==> src/rtl/cdb_scheduler.sv <==
// cdb_scheduler
// Single-port issue scheduler and CDB slot reserver for the Tomasulo back end.
// It arbitrates the shared operand port between the int, load-buffer, mult and
// div issue queues. It reserves the broadcast cycle of each granted result in a
// shifting reservation table. It then replays the table head as the CDB
// select/tag/valid triple.
//
// Ports:
//   clk, reset                     clock, synchronous active-high reset
//   ready_<q>, rdtag_<q>           queue head ready / destination tag
//   issue_<q>                      grant (at most one per cycle)
//   div_busy                       divider occupied
//   cdb_valid, cdb_sel, cdb_tagout broadcast in this cycle (sel 0=int 1=ld 2=mult 3=div)
module cdb_scheduler #(
  parameter int unsigned INT_LAT  = 1,
  parameter int unsigned LD_LAT   = 1,
  parameter int unsigned MULT_LAT = 4,
  parameter int unsigned DIV_LAT  = 7
) (
  input  logic       clk,
  input  logic       reset,
  input  logic       ready_int,
  input  logic       ready_ld_buf,
  input  logic       ready_mult,
  input  logic       ready_div,
  input  logic [5:0] rdtag_int,
  input  logic [5:0] rdtag_ld_buf,
  input  logic [5:0] rdtag_mult,
  input  logic [5:0] rdtag_div,
  output logic       issue_int,
  output logic       issue_ld_buf,
  output logic       issue_mult,
  output logic       issue_div,
  output logic       div_busy,
  output logic       cdb_valid,
  output logic [1:0] cdb_sel,
  output logic [5:0] cdb_tagout
);

  // Reservation table: entry k holds the broadcast k cycles from now.
  logic [DIV_LAT-1:0] vld_q, vld_d;
  logic [1:0]         sel_q [DIV_LAT];
  logic [1:0]         sel_d [DIV_LAT];
  logic [5:0]         tag_q [DIV_LAT];
  logic [5:0]         tag_d [DIV_LAT];

  logic [3:0] cnt_q, cnt_d;
  logic       lru_q, lru_d;

  // Slot-free vector with one extra always-free position at index DIV_LAT,
  // so a unit whose latency equals DIV_LAT never sees its slot taken.
  logic [DIV_LAT:0] free;
  assign free = {1'b1, ~vld_q};

  logic elig_int, elig_ld, elig_mult, elig_div;
  logic g_int, g_ld, g_mult, g_div;

  assign div_busy  = (cnt_q != 4'd0);
  assign elig_int  = ready_int    & free[INT_LAT];
  assign elig_ld   = ready_ld_buf & free[LD_LAT];
  assign elig_mult = ready_mult   & free[MULT_LAT];
  assign elig_div  = ready_div    & ~div_busy;

  always_comb begin
    g_int  = 1'b0;
    g_ld   = 1'b0;
    g_mult = 1'b0;
    g_div  = 1'b0;
    if (!reset) begin
      if (elig_div)                 g_div  = 1'b1;
      else if (elig_mult)           g_mult = 1'b1;
      else if (elig_int && elig_ld) begin
        if (lru_q) g_ld  = 1'b1;
        else       g_int = 1'b1;
      end
      else if (elig_int)            g_int  = 1'b1;
      else if (elig_ld)             g_ld   = 1'b1;
    end
  end

  assign issue_int    = g_int;
  assign issue_ld_buf = g_ld;
  assign issue_mult   = g_mult;
  assign issue_div    = g_div;

  // Shift the table by one and drop the new grant into slot L-1. That slot
  // always receives an empty entry from the shift because eligibility
  // checked R[L].
  always_comb begin
    vld_d = '0;
    for (int unsigned k = 0; k < DIV_LAT; k++) begin
      sel_d[k] = '0;
      tag_d[k] = '0;
    end
    for (int unsigned k = 0; k + 1 < DIV_LAT; k++) begin
      vld_d[k] = vld_q[k+1];
      sel_d[k] = sel_q[k+1];
      tag_d[k] = tag_q[k+1];
    end
    if (g_int) begin
      vld_d[INT_LAT-1] = 1'b1;
      sel_d[INT_LAT-1] = 2'b00;
      tag_d[INT_LAT-1] = rdtag_int;
    end
    if (g_ld) begin
      vld_d[LD_LAT-1] = 1'b1;
      sel_d[LD_LAT-1] = 2'b01;
      tag_d[LD_LAT-1] = rdtag_ld_buf;
    end
    if (g_mult) begin
      vld_d[MULT_LAT-1] = 1'b1;
      sel_d[MULT_LAT-1] = 2'b10;
      tag_d[MULT_LAT-1] = rdtag_mult;
    end
    if (g_div) begin
      vld_d[DIV_LAT-1] = 1'b1;
      sel_d[DIV_LAT-1] = 2'b11;
      tag_d[DIV_LAT-1] = rdtag_div;
    end
  end

  always_comb begin
    cnt_d = cnt_q;
    if (g_div)             cnt_d = 4'(DIV_LAT - 1);
    else if (cnt_q != '0)  cnt_d = cnt_q - 4'd1;
    lru_d = lru_q;
    if (g_int)      lru_d = 1'b1;
    else if (g_ld)  lru_d = 1'b0;
  end

  always_ff @(posedge clk) begin
    if (reset) begin
      vld_q <= '0;
      for (int unsigned k = 0; k < DIV_LAT; k++) begin
        sel_q[k] <= '0;
        tag_q[k] <= '0;
      end
      cnt_q <= '0;
      lru_q <= 1'b0;
    end else begin
      vld_q <= vld_d;
      for (int unsigned k = 0; k < DIV_LAT; k++) begin
        sel_q[k] <= sel_d[k];
        tag_q[k] <= tag_d[k];
      end
      cnt_q <= cnt_d;
      lru_q <= lru_d;
    end
  end

  assign cdb_valid  = vld_q[0];
  assign cdb_sel    = vld_q[0] ? sel_q[0] : 2'b00;
  assign cdb_tagout = vld_q[0] ? tag_q[0] : 6'd0;

endmodule

==> config.mk <==
export PLATFORM = sky130hd
export DESIGN_NAME = cdb_scheduler
export DESIGN_NICKNAME = d
export VERILOG_FILES = /design/src/rtl/cdb_scheduler.sv
export SDC_FILE = /design/constraint.sdc
export NUM_CORES = 1
export LEC_CHECK = 0
export ABC_AREA = 1
export BUFFER_PORTS_ARGS = -buffer_cell sky130_fd_sc_hd__buf_2
export CORE_MARGIN = 2
export CORE_UTILIZATION = 50
export CTS_CLUSTER_SIZE = 28
export DETAILED_ROUTE_END_ITERATION = 8
export GPL_TIMING_DRIVEN = 0
export HOLD_SLACK_MARGIN = 0.06
export PLACE_DENSITY = 0.84
export SLEW_MARGIN = 25
export SYNTH_ARGS = -nofsm -noshare
export SYNTH_HDL_FRONTEND = slang
export SYNTH_SLANG_ARGS = --single-unit
==> constraint.sdc <==
create_clock -name clk -period 3 [get_ports clk]
set_clock_uncertainty 0.05 [all_clocks]
set_input_delay 0.3 -clock clk [delete_from_list [all_inputs] [get_ports clk]]
set_output_delay 0.3 -clock clk [all_outputs]
set_load 0.05 [all_outputs]
==> results of run 1 <==
-- area by class of cell --
class,instances,area share (%)
Sequential cell,59,46.4
Buffer,9,1.97
Multi-Input combinational cell,135,24.7
Clock buffer,13,5.85
Timing Repair Buffer,43,8.45
Inverter,69,10.2
Tap cell,50,2.46
-- critical path, cell delays in order, from the launching register on --
cell,delay [ns]
dfxtp_1,0.38
nor2_2,0.07
nand3_2,0.07
buf_6,0.15
nand3_1,0.08
inv_1,0.18
buf_2,0.30
-- per-layer routing --
metal	GRT usage (%)	wire length, um	vias up
li1	-	-	894
met1	17.8	1480	727
met2	28.1	1630	54
met3	7.02	293	4
met4	7.84	39	0
met5	0	0	-
-- logic make-up after synthesis --
kind of cell	synth area share, %
buffers and inverters	14.6
DFF	55.7
and+or+nand+nor	28.5
AOI/OAI and AO/OA	1.18
-- flip-flops by register name, indices dropped and copies added, names as in the netlist --
signal	cells
cnt_q	4
lru_q	1
vld_q	6
tag_q	42
sel_q	6
-- power by group through the flow --
stage	combinational [mW]	clock, mW	sequential (mW)
detailed placement	0.233	0	0.863
finish	0.232	0.567	0.846
global route	0.260	0.618	0.851
CTS	0.234	0.584	0.846
global placement	0.227	0	0.860
floorplan	0.171	0	0.862
-- synth_stat cells --
cell type	instances
buf_6	1
a21oi_1	5
clkbuf_1	1
inv_1	63
nand3_4	1
nor2_4	2
nand3b_1	6
dfxtp_1	59
nand3_2	2
nor2_1	42
nand2_2	3
nor2_2	3
nor3_1	2
buf_2	7
nand4_1	6
nand2_1	47
nand3_1	16
inv_2	6
-- final timing paths --
path / startpoint / endpoint / slack, ns / cells past startpoint
min reg2reg: tag_q[0][40] / tag_q[0][34] / 0.35 / 2
max: cnt_q[0] / issue_mult / 1.08 / 6
min: rdtag_mult[4] / tag_q[0][22] / 0.11 / 3
max reg2reg: cnt_q[1] / tag_q[0][4] / 1.71 / 7
-- per-stage QoR --
step	cell area (sq um)	cells	setup slack, ns	power [mW]
final	2550	378	1.08	1.65
after global routing	2550	378	0.920	1.73
after CTS	2550	378	1.05	1.66
after detailed placement	2400	365	1.29	1.10
after global placement	2400	365	1.32	1.09
after floorplan	2120	272	1.39	1.03
==> impl_metrics.yaml, run 1 <==
job:
  drv_cap: 0
timing:
  maxSlewViolCount: 0
  whs_ns: 0.111
  finalCriticalPeriod_ns: 1.92
  relSlewSlack_pct: 79.0
  timing.final.crit_share_pct: 64.1
  rsz0062_at_grt: "false"
  worst_pin_slew_ns: 0.315
  max_clock_freq_mhz: 520
  hold_violations: 0
  setup_viol: 0
  setup_tns_ns: 0
grt:
  grt_util_all_layers_pct: 16.6
  grt_max_degree: 11
  grt_first_pass_wirelength_um: 6230
  antenna_found_initial: 0
  grt_pass1_vias: 1598
  overflow: 0
placed_design:
  place_hpwl_um: 2590
  gp_congestion: 0.768
  numPortBuffers: 43
clock_network:
  clockBufferDepth: 2
  post_cts_resized: 0
  cts.sinks: 59
  clk_pin_slew_ns: 0.06
  cts_hold_buf: 0
  htree_levels: 3
  cts-root-buf: "clkbuf_8"
  clk_latency_ns: 0.33
  cts_tree: "built"
  numCtsBuffers: 9
  postCtsSetupBuffers: 0
drt:
  wl_per_cell_um: 9.12
  vias_per_cell: 4.44
  drc: 0
  drt-total-wl_um: 3450
  dr.first_iter.drc_count: 84
  detail-route-antenna-nets: 0
  firstDrtPassIters: 4
  vias: 1679
floorplanning:
  initial_core_util_pct: 52.6
  die_x_um: 69.1
  fp-row-count: 23
  die_h_um: 69.1
  ios: 44
  core_sq_mm: 0.00403
  die_area_sq_mm: 0.00478
finish:
  regArea_sq_mm: 0.00118
  drive_above_1_share_pct: 23.8
  layout_common_cells: "inv_1 (63), dfxtp_1 (59), buf_2 (50), nand2_1 (47), nor2_1 (42)"
  fillCellCount: 376
  final_common_cell: "inv_1"
  postLayoutCoreUtil_pct: 63.2
  nets: 356
  syn_to_final_growth_pct: 20.1
  multi_input_area_sq_um: 629
  diodes: 0
synth:
  synth_largest_area_cell: "dfxtp_1"
  ys_warn_count: 0
  syn_nets: 302
  ys_seq_elements: 59
  seq_area_frac_synth_pct: 55.7
  synth_top_area_share_pct: 55.7
  syn_avg_cell_area_sq_um: 7.79
  synth_cell_types: 18
  synth_cells: 272
  synth.area.top_cells: "dfxtp_1 (56%), inv_1 (11%), nand2_1 (8.3%)"
  syn_area_sq_mm: 0.00212
power_and_ir_drop:
  seq_power_share_pct: 51.4
  p_int_mw: 1.21
  power_frac_comb_pct: 14.1
  power.density_mw_per_mm2: 646
  power_frac_clock_pct: 34.5
  p_leak_nw: 1.37
  power_switching_mw: 0.435
  switching_share_pct: 26.4
  ir_worst_vdd_mv: 0.359
setup_path:
  critPathLaunchType: "flop"
  critPathArrivalTime_ns: 1.57
  criticalPathCategory: "reg2out"
  crit_fanout: 10
  critPathCaptureType: "output pin"
  crit_required_ns: 2.65
run_status:
  status: "complete, no violations"
min_path:
  hp-class: "in2reg"
Power figures use the tool's default switching activity.
==> inputs of run 2 (changes only) <==
Settings changed: ABC_AREA 1 to 0, PLACE_DENSITY 0.84 to 0.85.
Clock period 3 ns to 1.9 ns, I/O delays scaled along.
==> run 2 against run 1 <==
The run now ends with negative setup slack left. Die area fell by 6.8%. Synthesized cell count fell by 33%. Routed wire length rose by 23%. Area after synthesis fell by 7.2%. Sequential power rose by 57%. Sequential cell count did not move.
==> impl_metrics.yaml, run 2 <==
run_status:
  status: "finished, violations left"
  violations: "negative setup slack"
power_and_ir_drop:
  power_mw: 2.95
  switching_share_pct: 24.6
  p_leak_nw: 1.17
  power_frac_clock_pct: 40.9
  power_frac_comb_pct: 14.0
  p_int_mw: 2.22
  power_switching_mw: 0.727
  seq_power_share_pct: 45.1
  ir_worst_vdd_mv: 0.589
  power.density_mw_per_mm2: 1080
finish:
  reg_top3: "tag_q: 42 flops, sel_q: 6 flops, vld_q: 6 flops"
  fillCellCount: 275
  postLayoutCoreUtil_pct: 73.5
  largest_reg_flops: 42
  multi_input_area_sq_um: 742
  syn_to_final_growth_pct: 38.9
  diodes: 0
  regArea_sq_mm: 0.00120
  design_area_sq_mm: 0.00273
  instances_no_fill: 311
  regMostFlops: "tag_q"
  nets: 288
  final_common_cell: "dfxtp_1"
  layout_common_cells: "dfxtp_1 (55), buf_2 (40), nor2b_1 (30), and2_1 (14)"
  drive_above_1_share_pct: 33.8
grt:
  grt_max_degree: 11
  grt_pass1_vias: 1565
  grt_util_all_layers_pct: 21.9
  grt_first_pass_wirelength_um: 6890
  overflow: 0
  antenna_found_initial: 0
min_path:
  hp-class: "in2reg"
drt:
  drt-total-wl_um: 4250
  dr.first_iter.drc_count: 93
  detail-route-antenna-nets: 0
  vias_per_cell: 5.11
  vias: 1588
  firstDrtPassIters: 4
  drc: 0
  wl_per_cell_um: 13.7
setup_path:
  crit_path_start: "vld_q[4]"
  criticalPathCategory: "reg2out"
  r2r.worst_path.cells: 7
  endpoint: "issue_int"
  crit_required_ns: 1.66
  critPathCaptureType: "output pin"
  crit_fanout: 5
  rrSetupSlack_ns: 0.09
  critPathArrivalTime_ns: 1.70
  crit-reg2reg-launch: "cnt_q[0]"
  critPathLaunchType: "flop"
  reg2reg_to: "tag_q[0][5]"
floorplanning:
  die_h_um: 66.7
  fp-row-count: 22
  initial_core_util_pct: 52.9
  die_x_um: 66.7
  die_area_sq_mm: 0.00445
  ios: 44
  core_sq_mm: 0.00372
clock_network:
  cts-root-buf: "clkbuf_8"
  cts_tree: "built"
  cts.sinks: 59
  clk_latency_ns: 0.33
  htree_levels: 3
  numCtsBuffers: 9
  clk_pin_slew_ns: 0.06
  clockBufferDepth: 2
job:
  drv_cap: 0
synth:
  synth_xor_area_share_pct: 0
  synth_cells: 181
  synth_top_area_share_pct: 60.1
  synth_compound_area_share_pct: 13.7
  synth_edf_count: 0
  syn_nets: 211
  synth_cell_types: 30
  synth_top_family_by_area: "simple AND/OR/NAND/NOR gates"
  async_reset_ff_share_pct: 0
  ys_seq_elements: 59
  synth.cells.most_frequent: "dfxtp_1 (59), nor2b_1 (30), and2_1 (14)"
  yosys.area_share.simple_pct: 22.7
  synth.area.top_cells: "dfxtp_1 (60%), nor2b_1 (9.5%), a311oi_2 (4.6%)"
  syn_area_sq_mm: 0.00197
  yosysMostFrequentCell: "dfxtp_1"
  ys_warn_count: 0
  seq_area_frac_synth_pct: 60.1
  synthAdderAreaFrac_pct: 0
  synth_largest_area_cell: "dfxtp_1"
  syn_avg_cell_area_sq_um: 10.9
  synth_mux_area_share_pct: 0
  synth_ff_type: "dfxtp_1"
placed_design:
  numPortBuffers: 43
  gp_congestion: 0.710
  pre_cts_slack_ns: -0.00233
  place_inst: 272
  place_hpwl_um: 2490
  postPlaceCellArea_sq_mm: 0.00225
timing:
  worst_pin_slew_ns: 0.592
  timing.final.crit_share_pct: 102
  setup_tns_ns: -0.0515
  hold_violations: 0
  setup_ws_ns: -0.0358
  rsz0062_at_grt: "true"
  finalCriticalPeriod_ns: 1.94
  setup_viol: 2
  whs_ns: 0.126
  relSlewSlack_pct: 60.4
  max_clock_freq_mhz: 517
  maxSlewViolCount: 0
run 2: changes by cell type after synthesis, sizes merged, moves of 7 or more:
cell   previous run  this run
nand3            19         7
o21ai             0         8
nor2b             0        30
nor2             47         8
nand2            50         3
inv              69         6
nor3              2         9
and2              0        14
run 2: power by group through the flow:
stage | clock network (mW) | logic (mW) | registers [mW]
6_report | 1.21 | 0.413 | 1.33
5_1_grt | 1.29 | 0.445 | 1.34
4_1_cts | 1.23 | 0.380 | 1.33
3_5_place_dp | 0 | 0.302 | 1.36
3_3_place_gp | 0 | 0.293 | 1.36
2_1_floorplan | 0 | 0.211 | 1.36
run 2: logic make-up after synthesis:
| family | Yosys count |
|---|---|
| AOI/OAI and AO/OA | 31 |
| DFF | 59 |
| buffers and inverters | 15 |
| and+or+nand+nor | 76 |
run 2: worst min-delay path by stage:
| stage | start | endpoint | slack, ns | cells past startpoint |
|---|---|---|---|---|
| 3_3_place_gp | rdtag_div[2] | tag_q[0][38] | 0.34 | 2 |
| 2_1_floorplan | rdtag_div[0] | tag_q[0][36] | 0.26 | 1 |
| 5_1_grt | rdtag_int[1] | tag_q[0][1] | 0.12 | 3 |
| 3_5_place_dp | rdtag_div[1] | tag_q[0][37] | 0.34 | 2 |
| 4_1_cts | ready_mult | vld_q[3] | 0.09 | 3 |
| 6_report | rdtag_int[1] | tag_q[0][1] | 0.13 | 3 |
run 2: critical path, stage by stage, from the launching register on:
cell	delay, ns
dfxtp_1	0.33
inv_1	0.11
a221o_1	0.36
buf_4	0.15
buf_6	0.11
nor2_2	0.14
buf_6	0.18
run 2: final cells by class:
| class | instances | share of cell area, % |
|---|---|---|
| Buffer | 8 | 1.69 |
| Clock buffer | 11 | 4.81 |
| Clock inverter | 5 | 2.84 |
| Inverter | 6 | 0.916 |
| Multi-Input combinational cell | 107 | 27.2 |
| Sequential cell | 59 | 43.8 |
| Tap cell | 48 | 2.20 |
| Timing Repair Buffer | 67 | 16.6 |
run 2: repair_timing:
action / CTS / global route
resized for setup: 20 / 4
buffers inserted: 9 / 3
endpoints found under the setup margin: 4 / 5
hold buffers: 12 / 0
pin swaps: 4 / 5
endpoints found under the hold margin: 12 / 0
run 2: metal layers:
layer / vias to the layer above / GRT usage, % / wire length (um) / share of wire, %
met5: - / 0 / 0 / 0
met1: 734 / 21.0 / 1620 / 38
met3: 8 / 8.61 / 342 / 8.0
met2: 72 / 40.9 / 2220 / 52
met4: 0 / 9.18 / 75 / 1.8
li1: 774 / - / - / -
